$ cat src/rtl/operand_fifo.sv
// Operand FIFO: first-word-fall-through queue feeding one adder operand (build option OPERAND_FIFO_COUNT_EN adds the count port).
// Latency: out_valid rises one cycle after a push into an empty FIFO; out_data comes straight from storage, no bypass.
// Backpressure: in_ready drops when full (registered state only, a same-cycle pop does not free a slot); head held while out_ready=0.
`timescale 1ns/100ps
module operand_fifo #(
    parameter int DATA_WIDTH = 8,
    parameter int DEPTH      = 4
) (
    input  logic                    clk_i,
    input  logic                    arst_n,
    input  logic [DATA_WIDTH-1:0]   in_data,
    input  logic                    in_valid,
    output logic                    in_ready,
    output logic [DATA_WIDTH-1:0]   out_data,
    output logic                    out_valid,
    input  logic                    out_ready
`ifdef OPERAND_FIFO_COUNT_EN
    ,
    output logic [$clog2(DEPTH):0]  count
`endif
);

    localparam int AW = $clog2(DEPTH);
    localparam int PW = AW + 1;

    logic [DATA_WIDTH-1:0] mem [DEPTH];
    logic [PW-1:0]         wr_ptr;
    logic [PW-1:0]         rd_ptr;
    logic                  rst_done;
    logic                  full;
    logic                  empty;
    logic                  push;
    logic                  pop;

    // Status flags from the wrap-bit pointer comparison; handshakes qualify the pointer moves.
    always_comb begin
        empty     = (wr_ptr == rd_ptr);
        full      = (wr_ptr[AW-1:0] == rd_ptr[AW-1:0]) && (wr_ptr[AW] != rd_ptr[AW]);
        in_ready  = !full && rst_done;
        out_valid = !empty;
        out_data  = mem[rd_ptr[AW-1:0]];
        push      = in_valid && in_ready;
        pop       = out_valid && out_ready;
    end

    // Pointers advance modulo 2*DEPTH; rst_done gates writes until the first edge after reset release.
    always_ff @(posedge clk_i or negedge arst_n) begin
        if (!arst_n) begin
            wr_ptr   <= '0;
            rd_ptr   <= '0;
            rst_done <= 1'b0;
        end else begin
            rst_done <= 1'b1;
            if (push) begin
                wr_ptr <= wr_ptr + PW'(1);
            end
            if (pop) begin
                rd_ptr <= rd_ptr + PW'(1);
            end
        end
    end

    // Storage is cleared on reset so out_data reads zero and old operands can never resurface.
    always_ff @(posedge clk_i or negedge arst_n) begin
        if (!arst_n) begin
            for (int i = 0; i < DEPTH; i++) begin
                mem[i] <= '0;
            end
        end else if (push) begin
            mem[wr_ptr[AW-1:0]] <= in_data;
        end
    end

`ifdef OPERAND_FIFO_COUNT_EN
    // Occupancy follows the registered pointers; the modulo subtraction handles wrap for free.
    always_comb begin
        count = wr_ptr - rd_ptr;
    end
`endif

endmodule

$ cat config.mk
export PLATFORM = sky130hd
export DESIGN_NAME = operand_fifo
export DESIGN_NICKNAME = d
export VERILOG_FILES = /design/src/rtl/operand_fifo.sv
export SDC_FILE = /design/constraint.sdc
export NUM_CORES = 1
export LEC_CHECK = 0
export ABC_AREA = 1
export CAP_MARGIN = 20
export CORE_MARGIN = 2
export CORE_UTILIZATION = 59
export CTS_CLUSTER_SIZE = 10
export DETAILED_ROUTE_END_ITERATION = 8
export PLACE_DENSITY = 0.95
export SLEW_MARGIN = 20
export SYNTH_ARGS = -nofsm -noshare
export SYNTH_HDL_FRONTEND = slang
export SYNTH_SLANG_ARGS = --single-unit
$ cat constraint.sdc
create_clock -name clk_i -period 4.2 [get_ports clk_i]
set_input_delay 0.84 -clock clk_i [delete_from_list [all_inputs] [get_ports clk_i]]
set_output_delay 0.84 -clock clk_i [all_outputs]
set_load 0.02 [all_outputs]
==> results.sh <==
export IMPL_finalCritPeriodShare=0.760
export IMPL_layout_drive_gt1_share=0.0618
export IMPL_h_tree_depth=2
export IMPL_cts_tree="built"
export IMPL_cp_start_kind="flip-flop"
export IMPL_combPwrFrac=0.487
export IMPL_antenna_cells=0
export IMPL_root_buffer="clkbuf_4"
export IMPL_p_leak_uw=0.00110
export IMPL_hpwlAfterDp_mm=2.70
export IMPL_synth_seq_area_share=0.517
export IMPL_place_area_um2=2120
export IMPL_synth_mux_area_frac=0
export IMPL_cts_setup_buffers=0
export IMPL_cts_made_buffers=5
export IMPL_synth_adder_area_share=0.0331
export IMPL_worst_hold_slack_ps=485
export IMPL_synth_compound_area_share=0.0742
export IMPL_core_area_um2=3050
export IMPL_finalPower_uw=1690
export IMPL_critical_path_required_ps=3360
export IMPL_power_switching_share=0.437
export IMPL_wl_per_cell_um=13.3
export IMPL_r2r_start="rd_ptr[0]"
export IMPL_ctsResizeCount=0
export IMPL_synth_distinct_cells=19
export IMPL_place_ws_ps=1380
export IMPL_hold_class="reg2reg"
export IMPL_synthSimpleGateAreaFrac=0.328
export IMPL_syn_inst=235
export IMPL_min_period_ps=3190
export IMPL_drt_total_wl_mm=4.02
export IMPL_power_frac_seq=0.403
export IMPL_clk_pin_slew_ps=110
export IMPL_grt_pass1_vias=1558
export IMPL_fp_dieH_um=60.6
export IMPL_rsz0062_at_grt="no"
export IMPL_ys_warn_count=0
export IMPL_p_sw_uw=736
export IMPL_max_cap_violations=0
export IMPL_setup_viol=0
export IMPL_relSlewSlack=0.434
export IMPL_gp_congestion=0.802
export IMPL_crit_start="rd_ptr[0]"
export IMPL_gr_total_overflow=0
export IMPL_cpMostUsedCell="nand2_1"
export IMPL_nets=275
export IMPL_synth_fp_nets=252
export IMPL_syn_area_um2=1890
export IMPL_drc=0
export IMPL_endpoint_kind="output pin"
export IMPL_clk_latency_ps=350
export IMPL_p_per_area_nw_per_um2=774
export IMPL_fin_skew_ps=13.3
export IMPL_ir_worst_vdd_uv=385
export IMPL_grt_usage=0.257
export IMPL_drtAntennaViolNets=0
export IMPL_crit_slowest_cell="dfrtp_1"
export IMPL_status="finished clean"
export IMPL_clkSinkCount=39
export IMPL_fmax_mhz=313
export IMPL_die_x_um=60.6
export IMPL_viasPerCell=5.31
export IMPL_dr_pass1_iters=4
export IMPL_clk_path_buf_depth=2
export IMPL_fin_area_um2=2180
export IMPL_cp_max_fo=20
export IMPL_first_iter_violations=81
export IMPL_tightest_slew_ps=850
export IMPL_grt_pass1_wl_mm=6.80
export IMPL_top_level_ports=22
export IMPL_setup_tns_ps=0
export IMPL_ys_ff_latch=39
export IMPL_rows=20
export IMPL_avgSynthCellArea_um2=8.03
export IMPL_antenna_found_initial=0
export IMPL_finalMaxSlewViolations=0
export IMPL_io_buffers=21
export IMPL_worstSetupPathType="reg2out"
export IMPL_timing_critical_path_cells="inv_2 -> nand2_1 -> nand2_2 -> nand3_4 -> nand2_1 -> inv_1 -> clkdlybuf4s50_1"
export IMPL_report_final_hold_viol_count=0
export IMPL_synth_top_family_by_area="simple AND/OR/NAND/NOR gates"
export IMPL_grt_max_degree=40
export IMPL_worstPathArrival_ps=2350
export IMPL_synth_xor_area_share=0.00928
export IMPL_dieArea_um2=3670
export IMPL_dr_total_vias=1608
export IMPL_p_int_uw=949
export IMPL_area_growth_syn_to_layout_pct=15.4
export IMPL_postCtsHoldBufs=0
export IMPL_clock_power_share=0.110
export IMPL_min_from="mem[15]"
export IMPL_setup_ws_ps=1010
export IMPL_start_util=0.618
export IMPL_critPathMaxStageDelay_ps=730
==> sequential cells by signal, summed over array words and instances, names as in the netlist <==
| signal | count |
|---|---|
| rd_ptr | 3 |
| rst_done | 1 |
| wr_ptr | 3 |
| mem | 32 |
==> synthesized netlist by cell type <==
| cell | number | area, um2 |
|---|---|---|
| nor2_4 | 4 | 45.0 |
| nand2_2 | 1 | 6.26 |
| buf_4 | 1 | 7.51 |
| dfrtp_1 | 39 | 976 |
| nand2_1 | 115 | 432 |
| xnor2_1 | 1 | 8.76 |
| xor2_1 | 1 | 8.76 |
| nand4_1 | 5 | 31.3 |
| nor2_1 | 16 | 60.1 |
| clkbuf_1 | 3 | 11.3 |
| inv_2 | 1 | 3.75 |
| conb_1 | 1 | 3.75 |
| ha_1 | 5 | 62.6 |
| buf_2 | 1 | 5.00 |
| o22ai_1 | 8 | 50.1 |
| nand3_4 | 2 | 35.0 |
| inv_1 | 11 | 41.3 |
| nand3_1 | 2 | 10.0 |
| o21ai_0 | 18 | 90.1 |
==> per-stage QoR <==
stage                     std cells  utilization
after detailed placement        295        0.696
after floorplan                 235            -
after global placement          295        0.696
after global routing            303        0.714
after CTS                       303        0.714
final                           303        0.714
==> layout by cell type (no fill, tap or decap) <==
cell type        count
clkbuf_4             5
nor2_1              16
inv_2                1
clkbuf_1             1
nand4_1              5
nand3_4              2
o22ai_1              8
ha_1                 5
nor2_4               4
clkinvlp_4           1
xnor2_1              1
buf_2                1
nand3_1              2
nand2_2              1
clkdlybuf4s50_1     20
clkinv_2             1
o21ai_0             18
xor2_1               1
nand2_1            115
dfrtp_1             39
conb_1               1
inv_1               11
==> worst max-delay path: cells and delay by family (launching register included) <==
| kind | cells | cell delay, ps |
|---|---|---|
| and+or+nand+nor | 4 | 380 |
| DFF | 1 | 730 |
| buffers and inverters | 3 | 900 |
==> metal layers <==
layer  global-route usage  vias up  routed length (um)
met5                    0        -                   0
met4                0.109        0                  59
met3               0.0512        7                 260
met2                0.432       48                1950
met1                0.324      758                1750
li1                     -      795                   -
==> power groups by stage <==
stage	sequential [uW]	clock, uW	combinational, uW
6_report	679	186	820
5_1_grt	697	210	922
2_1_floorplan	621	0	588
3_3_place_gp	675	0	798
3_5_place_dp	683	0	818
4_1_cts	674	194	825
==> path summary, 6_finish.rpt <==
path | end | depth (start not counted) | slack (ps)
min in group asynchronous | mem[14] | 1 | 580
max in group asynchronous | mem[31] | 1 | 3080
setup reg to reg | mem[17] | 7 | 2150
hold / removal | mem[15] | 2 | 490
hold reg to reg | mem[15] | 2 | 490
setup / recovery | in_ready | 7 | 1010
==> cell families after synthesis <==
logic type / count (synthesis)
DFF: 39
and+or+nand+nor: 145
AOI/OAI and AO/OA: 26
xor gates and xnor gates: 2
other: 1
buffers and inverters: 17
adders and majority gates: 5
==> area by class of cell <==
cell class	count	area, um2
multi-input combinational	179	843
timing repair buffer	21	205
fill	249	875
sequential	39	976
clock buffer	6	41.3
tap	44	55.1
clock inverter	2	12.5
inverter	12	45.0
No activity file was read; power rests on OpenSTA's default activity.
